`config.mk`:
```
export PLATFORM = sky130hd
export DESIGN_NAME = alu_bist_ctrl
export DESIGN_NICKNAME = d
export VERILOG_FILES = /design/src/rtl/alu_bist_pkg.sv /design/src/rtl/bist_lfsr32.sv /design/src/rtl/alu_bist_ctrl.sv
export SDC_FILE = /design/constraint.sdc
export NUM_CORES = 1
export LEC_CHECK = 0
export ABC_AREA = 1
export CAP_MARGIN = 20
export CELL_PAD_IN_SITES_DETAIL_PLACEMENT = 0
export CELL_PAD_IN_SITES_GLOBAL_PLACEMENT = 1
export CORE_MARGIN = 2
export CORE_UTILIZATION = 40
export CTS_CLUSTER_SIZE = 12
export DETAILED_ROUTE_END_ITERATION = 12
export GPL_TIMING_DRIVEN = 0
export PLACE_DENSITY_LB_ADDON = 0.1
export SLEW_MARGIN = 10
export SYNTH_ARGS = -nofsm -noshare
export SYNTH_HDL_FRONTEND = slang
export SYNTH_HIERARCHICAL = 1
export SYNTH_SLANG_ARGS = --single-unit
```
`constraint.sdc`:
```
create_clock -name clk -period 4.84 [get_ports clk]
set_input_delay 0.968 -clock clk [delete_from_list [all_inputs] [get_ports clk]]
set_output_delay 0.968 -clock clk [all_outputs]
set_load 0.1 [all_outputs]
```
`src/rtl/alu_bist_pkg.sv`:
```
// rtl/alu_bist_pkg.sv - shared state encoding, polynomial constants and step function for the ALU BIST
package alu_bist_pkg;

  typedef enum logic [1:0] {
    ST_IDLE = 2'd0,
    ST_RUN  = 2'd1,
    ST_DONE = 2'd2
  } bist_state_e;

  // x^32 + x^22 + x^2 + x + 1, shared by the operand LFSR and the MISR
  localparam logic [31:0] LFSR_POLY = 32'h0040_0007;
  localparam logic [31:0] MISR_INIT = 32'hFFFF_FFFF;

  // One Galois shift: shift left, fold the outgoing MSB back through the polynomial
  function automatic logic [31:0] lfsr_step(input logic [31:0] x);
    return {x[30:0], 1'b0} ^ (x[31] ? LFSR_POLY : 32'h0);
  endfunction

endpackage

```
`src/rtl/bist_lfsr32.sv`:
```
// rtl/bist_lfsr32.sv - 32-bit Galois LFSR/MISR register with load, enable and data-in XOR
module bist_lfsr32
  import alu_bist_pkg::*;
#(
  parameter logic [31:0] RESET_VAL = 32'h0000_0001
) (
  input  logic        clk,
  input  logic        reset,
  input  logic        load_i,
  input  logic [31:0] load_val_i,
  input  logic        en_i,
  input  logic [31:0] din_i,
  output logic [31:0] q_o
);

  logic [31:0] val_q;
  logic [31:0] val_d;

  // Load wins over stepping; with din_i tied to zero this is a plain LFSR
  always_comb begin
    val_d = val_q;
    if (load_i) begin
      val_d = load_val_i;
    end else if (en_i) begin
      val_d = lfsr_step(val_q) ^ din_i;
    end
  end

  // State register with asynchronous reset to the configured start value
  always_ff @(posedge clk or posedge reset) begin
    if (reset) begin
      val_q <= RESET_VAL;
    end else begin
      val_q <= val_d;
    end
  end

  assign q_o = val_q;

endmodule

```
`src/rtl/alu_bist_ctrl.sv`:
```
// rtl/alu_bist_ctrl.sv - ALU BIST initiator: LFSR operands, select sweep, MISR signature; ALU_BIST_SIG_OUT_EN adds the sig port
module alu_bist_ctrl
  import alu_bist_pkg::*;
#(
  parameter logic [31:0] SEED        = 32'h0000_0001,
  parameter int unsigned NUM_VECTORS = 64,
  parameter int unsigned NUM_OPS     = 16,
  parameter logic [31:0] GOLDEN_SIG  = 32'h0000_0000
) (
  input  logic        clk,
  input  logic        reset,
  input  logic        start,
  output logic [31:0] alu_a,
  output logic [31:0] alu_b,
  output logic [3:0]  alu_sel,
  input  logic [31:0] alu_out,
  input  logic        alu_carry,
  input  logic        alu_zero,
  output logic        bist_active,
  output logic        done,
  output logic        pass
`ifdef ALU_BIST_SIG_OUT_EN
  ,
  output logic [31:0] sig
`endif
);

  // A zero seed would lock the LFSR at zero forever
  localparam logic [31:0] SEED_EFF = (SEED == 32'h0) ? 32'h1 : SEED;
  localparam logic [3:0]  LAST_SEL = 4'(NUM_OPS - 1);
  localparam logic [15:0] LAST_VEC = 16'(NUM_VECTORS - 1);

  bist_state_e state_q;
  logic [3:0]  sel_q;
  logic [3:0]  sel_d;
  logic [15:0] vec_cnt_q;
  logic [15:0] vec_cnt_d;
  logic [31:0] lfsr_q;
  logic [31:0] misr_q;
  logic [31:0] misr_resp;
  logic [31:0] misr_nxt;
  logic [31:0] opnd_nxt;
  logic [31:0] opnd_swp;
  logic        in_run;
  logic        start_run;
  logic        sel_wrap;
  logic        last_edge;
  logic        lfsr_adv;

  // Sequencing decisions and next operand / signature values for this edge
  always_comb begin
    in_run    = (state_q == ST_RUN);
    start_run = ((state_q == ST_IDLE) || (state_q == ST_DONE)) && start;
    sel_wrap  = (sel_q == LAST_SEL);
    last_edge = in_run && sel_wrap && (vec_cnt_q == LAST_VEC);
    lfsr_adv  = in_run && sel_wrap;
    // Flags fold into the two LSBs so carry/zero faults also disturb the signature
    misr_resp = {alu_out[31:2], alu_out[1] ^ alu_carry, alu_out[0] ^ alu_zero};
    misr_nxt  = lfsr_step(misr_q) ^ misr_resp;
    opnd_nxt  = start_run ? SEED_EFF : lfsr_step(lfsr_q);
    opnd_swp  = {opnd_nxt[15:0], opnd_nxt[31:16]};
    sel_d     = sel_q;
    vec_cnt_d = vec_cnt_q;
    if (start_run) begin
      sel_d     = 4'd0;
      vec_cnt_d = 16'd0;
    end else if (in_run) begin
      if (sel_wrap) begin
        sel_d     = 4'd0;
        vec_cnt_d = last_edge ? 16'd0 : vec_cnt_q + 16'd1;
      end else begin
        sel_d = sel_q + 4'd1;
      end
    end
  end

  bist_lfsr32 #(
    .RESET_VAL (SEED_EFF)
  ) u_opnd_lfsr (
    .clk        (clk),
    .reset      (reset),
    .load_i     (start_run),
    .load_val_i (SEED_EFF),
    .en_i       (lfsr_adv),
    .din_i      (32'h0),
    .q_o        (lfsr_q)
  );

  bist_lfsr32 #(
    .RESET_VAL (MISR_INIT)
  ) u_misr (
    .clk        (clk),
    .reset      (reset),
    .load_i     (start_run),
    .load_val_i (MISR_INIT),
    .en_i       (in_run),
    .din_i      (misr_resp),
    .q_o        (misr_q)
  );

  // Control FSM; ALU-facing outputs are registered and forced to zero outside RUN
  always_ff @(posedge clk or posedge reset) begin
    if (reset) begin
      state_q     <= ST_IDLE;
      sel_q       <= 4'd0;
      vec_cnt_q   <= 16'd0;
      alu_a       <= 32'h0;
      alu_b       <= 32'h0;
      alu_sel     <= 4'd0;
      bist_active <= 1'b0;
      done        <= 1'b0;
      pass        <= 1'b0;
    end else begin
      sel_q     <= sel_d;
      vec_cnt_q <= vec_cnt_d;
      case (state_q)
        ST_IDLE, ST_DONE: begin
          if (start) begin
            state_q     <= ST_RUN;
            alu_a       <= opnd_nxt;
            alu_b       <= opnd_swp;
            alu_sel     <= 4'd0;
            bist_active <= 1'b1;
            done        <= 1'b0;
            pass        <= 1'b0;
          end
        end
        ST_RUN: begin
          if (last_edge) begin
            state_q     <= ST_DONE;
            alu_a       <= 32'h0;
            alu_b       <= 32'h0;
            alu_sel     <= 4'd0;
            bist_active <= 1'b0;
            done        <= 1'b1;
            pass        <= (misr_nxt == GOLDEN_SIG);
          end else begin
            alu_sel <= sel_d;
            if (sel_wrap) begin
              alu_a <= opnd_nxt;
              alu_b <= opnd_swp;
            end
          end
        end
        default: begin
          state_q <= ST_IDLE;
        end
      endcase
    end
  end

`ifdef ALU_BIST_SIG_OUT_EN
  assign sig = misr_q;
`endif

endmodule
```
==> flow_summary.toml <==
[outcome]
outcome = "finished clean"

[routing]
avgRoutedWirePerCell_um = 12.9
drtIter0Drc = 263
drt_wl_total_um = 16900
top_layer_used = "met4"
remaining_drc_errors = 0
drtPass1Iterations = 5
vias = 5945
met3WireLength_um = 679
route.detailed.vias_per_inst = 4.55
routed-wl-met2_um = 7450
postRouteAntennaNets = 0
met1Wirelength_um = 8550

[finish]
layout-area-overhead-vs-synth_pct = 33.1
ff_latch_area_um2 = 3170
area_of_combinational_cells_with_multiple_inputs_um2 = 3600
design.final.nets = 1109
num-fill-cells = 1647
antenna_cells = 0
layout-drive-gt1-share_pct = 13.1

[critical_path]
critPathBufInv = 2
critPathSlowestCell = "sky130_fd_sc_hd__clkdlybuf4s50_1"
worstSetupPathType = "flip-flop to primary output"
worst_r2r_startpoint = "sel_q[1]$_DFF_PP0_"
worst-endpoint-arrival_ps = 2080
crit_chain = "buf_4, clkdlybuf4s50_1"
ff2ff_path_depth = 9
critical_path_peak_fanout = 3
setup.worst_path.start_class = "flip-flop"
regToRegEndpoint = "u_opnd_lfsr/q_o[27]$_DFFE_PP0P_"
timing.critical_path.slowest_cell_delay_ps = 1120
cell_family_with_most_cp_delay = "buffers and inverters"
timing.reg2reg.setup_slack_ps = 2700
crit_required_ps = 3870
end_kind = "primary output"

[clock_network]
cts.sinks = 125
cts_root_buf = "sky130_fd_sc_hd__clkbuf_16"
cts_hold_repair.buffers = 0
clk_transition_reported_paths_ps = 50
cts_resized = 0
cts_setup_buffers = 0
clkLatencyLatePin_ps = 420
cts_max_level = 4
cts_buffer_depth = 2
cts_tree = "built"
cts_made_buffers = 17

[sta]
worst_slew_margin_rel_pct = 31.5
clock.fmax_mhz = 328
hold_viol_final = 0
final_critical_path_setup_slack_ps = 1790
setup_viol = 0
period_share_pct = 62.9
finalClockSkew_ps = 6.30
final.setup.tns_ps = 0
finalCriticalPeriod_ps = 3050
timing_max_transition_violations_final = 0
worst-slew-pin-transition_ps = 1020
rsz0062_at_grt = "no"
fin_hold_ws_ps = 485

[die]
core_um2 = 17400
placement_rows = 48
die-area_um2 = 18900
initial_core_util_pct = 41.1
dieHeight_um = 137
ios = 108
die_width_um = 137

[pwr]
p_total_mw = 6.45
netSwitchingPower_mw = 2.99
sw_frac_of_total_pct = 46.4
leakage_nw = 4.44
power_density_nw_per_um2 = 680
power.ir.vdd_worst_uv = 525
clockPowerShare_pct = 21.2
share_comb_of_total_power_pct = 48.1
cellInternalPower_mw = 3.46
power_frac_seq_pct = 30.7

[placed_design]
globalplace.congestion = 0.792
io_buffers = 107
place_hpwl_um = 12200
pre_cts_ws_ps = 1930

[global_routing]
grt_start_max_net_pins = 62
antenna_found_initial = 0
grt_pass1_wl_um = 28500
first_global_vias = 5606
grt-ovfl-total = 0
grt_util_all_layers_pct = 19.4

[worst_hold_path]
worstHoldPathCells = 2
hold_path_sink = "alu_sel[2]$_DFFE_PP0P_"
worst_hold_startpoint = "alu_sel[2]$_DFFE_PP0P_"
hold_path_class = "flip-flop to flip-flop"

[flow_run]
drv.max_cap_violation_count = 0

[synth]
post_synthesis_cell_area_um2 = 7130
seq_area_frac_synth_pct = 44.5
netlist.area_leader.share_pct = 32.3
ys_warn_count = 6
ys_types = 37
synth_area_leader_cell = "sky130_fd_sc_hd__dfrtp_1"
syn-instance-count = 844
synthesis.area_per_instance_um2 = 8.44
synth.ff_latch_count = 125
post_synth_main_area_contributors = "sky130_fd_sc_hd__dfrtp_1 (32%), sky130_fd_sc_hd__dfstp_2 (12%), sky130_fd_sc_hd__nand2_1 (11%)"
worst min-delay path, delay by kind of cell (launching register included):
kind / cells / cell delay (ps)
flip-flops: 1 / 340
AO/OA/AOI/OAI: 1 / 60
AND/OR/NAND/NOR: 1 / 50
power by group through the flow:
stage / Clock [mW] / Combinational, mW / Sequential [mW]
floorplan: 0 / 1.78 / 2.62
global placement: 0 / 3.09 / 1.99
detailed placement: 0 / 3.11 / 2.00
CTS: 1.40 / 3.12 / 1.99
global route: 1.44 / 3.34 / 2.06
finish: 1.37 / 3.10 / 1.98
layer usage:
metal	track usage [%]	vias up
met1	28.1	2720
li1	-	3109
met3	3.64	13
met4	5.33	0
met5	0	-
met2	29.5	103
cells in the final DEF, fill, tap and decap left out, types with 4 or more instances in the layout:
master and count:
sky130_fd_sc_hd__a22oi_1 64, sky130_fd_sc_hd__buf_2 15, sky130_fd_sc_hd__buf_4 32, sky130_fd_sc_hd__buf_6 9, sky130_fd_sc_hd__bufinv_16 4, sky130_fd_sc_hd__clkbuf_1 11, sky130_fd_sc_hd__clkbuf_16 17, sky130_fd_sc_hd__clkdlybuf4s50_1 107
sky130_fd_sc_hd__conb_1 102, sky130_fd_sc_hd__dfrtp_1 92, sky130_fd_sc_hd__dfstp_2 33, sky130_fd_sc_hd__inv_1 64, sky130_fd_sc_hd__inv_2 7, sky130_fd_sc_hd__nand2_1 202, sky130_fd_sc_hd__nand3_1 65, sky130_fd_sc_hd__nand4_1 16
sky130_fd_sc_hd__nor2_1 36, sky130_fd_sc_hd__nor2_2 5, sky130_fd_sc_hd__nor3_1 10, sky130_fd_sc_hd__o21ai_0 22, sky130_fd_sc_hd__o21ai_1 50, sky130_fd_sc_hd__xnor2_1 78, sky130_fd_sc_hd__xor2_1 7
through the flow:
stage	std cells	utilization (%)	cell area [µm²]
after floorplan	944	-	7500
after global placement	1276	51.0	8850
after detailed placement	1276	51.0	8860
after CTS	1307	54.7	9490
after global routing	1307	54.7	9490
final	1307	54.7	9490
worst max-delay path by stage:
stage / startpoint / endpoint / slack (ps) / depth (start not counted)
after detailed placement: start / u_opnd_lfsr/q_o[27]$_DFFE_PP0P_ / 1930 / 8
after floorplan: reset / alu_a[0]$_DFFE_PP0P_ / 2360 / 1
after global placement: reset / alu_a[18]$_DFFE_PP0P_ / 1080 / 2
final: alu_a[4]$_DFFE_PP0P_ / alu_b[20] / 1790 / 2
after CTS: alu_a[4]$_DFFE_PP0P_ / alu_b[20] / 1790 / 2
after global routing: alu_a[1]$_DFFE_PP0P_ / alu_b[17] / 1750 / 2
state kept, by name, indices dropped and copies added (netlist names):
signal and count:
done 1, sel_q 4, u_opnd_lfsr/q_o 32, alu_a 31
vec_cnt_q 16, state_q 2, pass 1, bist_active 1
alu_b 1, u_misr/q_o 32, alu_sel 4
cell type report:
cell class / count / area share [%]
well taps: 225 / 2.97
multi-input cells: 680 / 38.0
plain buffers: 66 / 4.79
clock inverters: 10 / 1.70
clock buffers: 21 / 4.96
flip-flops and latches: 125 / 33.4
repair buffers: 107 / 11.3
inverters: 73 / 2.91
logic make-up (layout without fill, tap and decap cells):
family	after synthesis	in the layout	share of synthesized area (%)
other	2	102	0.105
buffers and inverters	139	277	10.2
adder cells (fa/ha/maj)	2	2	0.351
XOR/XNOR	85	85	10.4
AND/OR/NAND/NOR	344	344	21.4
AO/OA/AOI/OAI	147	147	13.0
flip-flops	125	125	44.5
cell usage after synthesis:
library cell / instances
sky130_fd_sc_hd__buf_2: 15
sky130_fd_sc_hd__o21ai_1: 50
sky130_fd_sc_hd__nand2_1: 202
sky130_fd_sc_hd__nand4_2: 1
sky130_fd_sc_hd__nor2_4: 2
sky130_fd_sc_hd__clkinv_1: 1
sky130_fd_sc_hd__nor3_1: 10
sky130_fd_sc_hd__o31ai_1: 1
sky130_fd_sc_hd__nor2_1: 36
sky130_fd_sc_hd__dfrtp_1: 92
sky130_fd_sc_hd__nor2_2: 5
sky130_fd_sc_hd__buf_6: 9
sky130_fd_sc_hd__o21ai_4: 1
sky130_fd_sc_hd__a32o_1: 1
sky130_fd_sc_hd__o21a_1: 1
sky130_fd_sc_hd__a31oi_1: 2
sky130_fd_sc_hd__conb_1: 2
sky130_fd_sc_hd__xnor2_1: 78
sky130_fd_sc_hd__inv_2: 5
sky130_fd_sc_hd__o21ai_0: 22
sky130_fd_sc_hd__nand3_4: 2
sky130_fd_sc_hd__buf_4: 32
sky130_fd_sc_hd__a22oi_1: 64
sky130_fd_sc_hd__nand2_4: 1
sky130_fd_sc_hd__dfstp_2: 33
sky130_fd_sc_hd__nor2_8: 1
sky130_fd_sc_hd__a21o_1: 1
sky130_fd_sc_hd__nand3b_1: 2
sky130_fd_sc_hd__clkbuf_1: 10
sky130_fd_sc_hd__or2_2: 1
sky130_fd_sc_hd__a21oi_1: 3
sky130_fd_sc_hd__nand3_1: 65
sky130_fd_sc_hd__o31ai_2: 1
sky130_fd_sc_hd__ha_1: 2
sky130_fd_sc_hd__nand4_1: 16
sky130_fd_sc_hd__inv_1: 67
sky130_fd_sc_hd__xor2_1: 7
No activity file was read; power rests on OpenSTA's default activity.
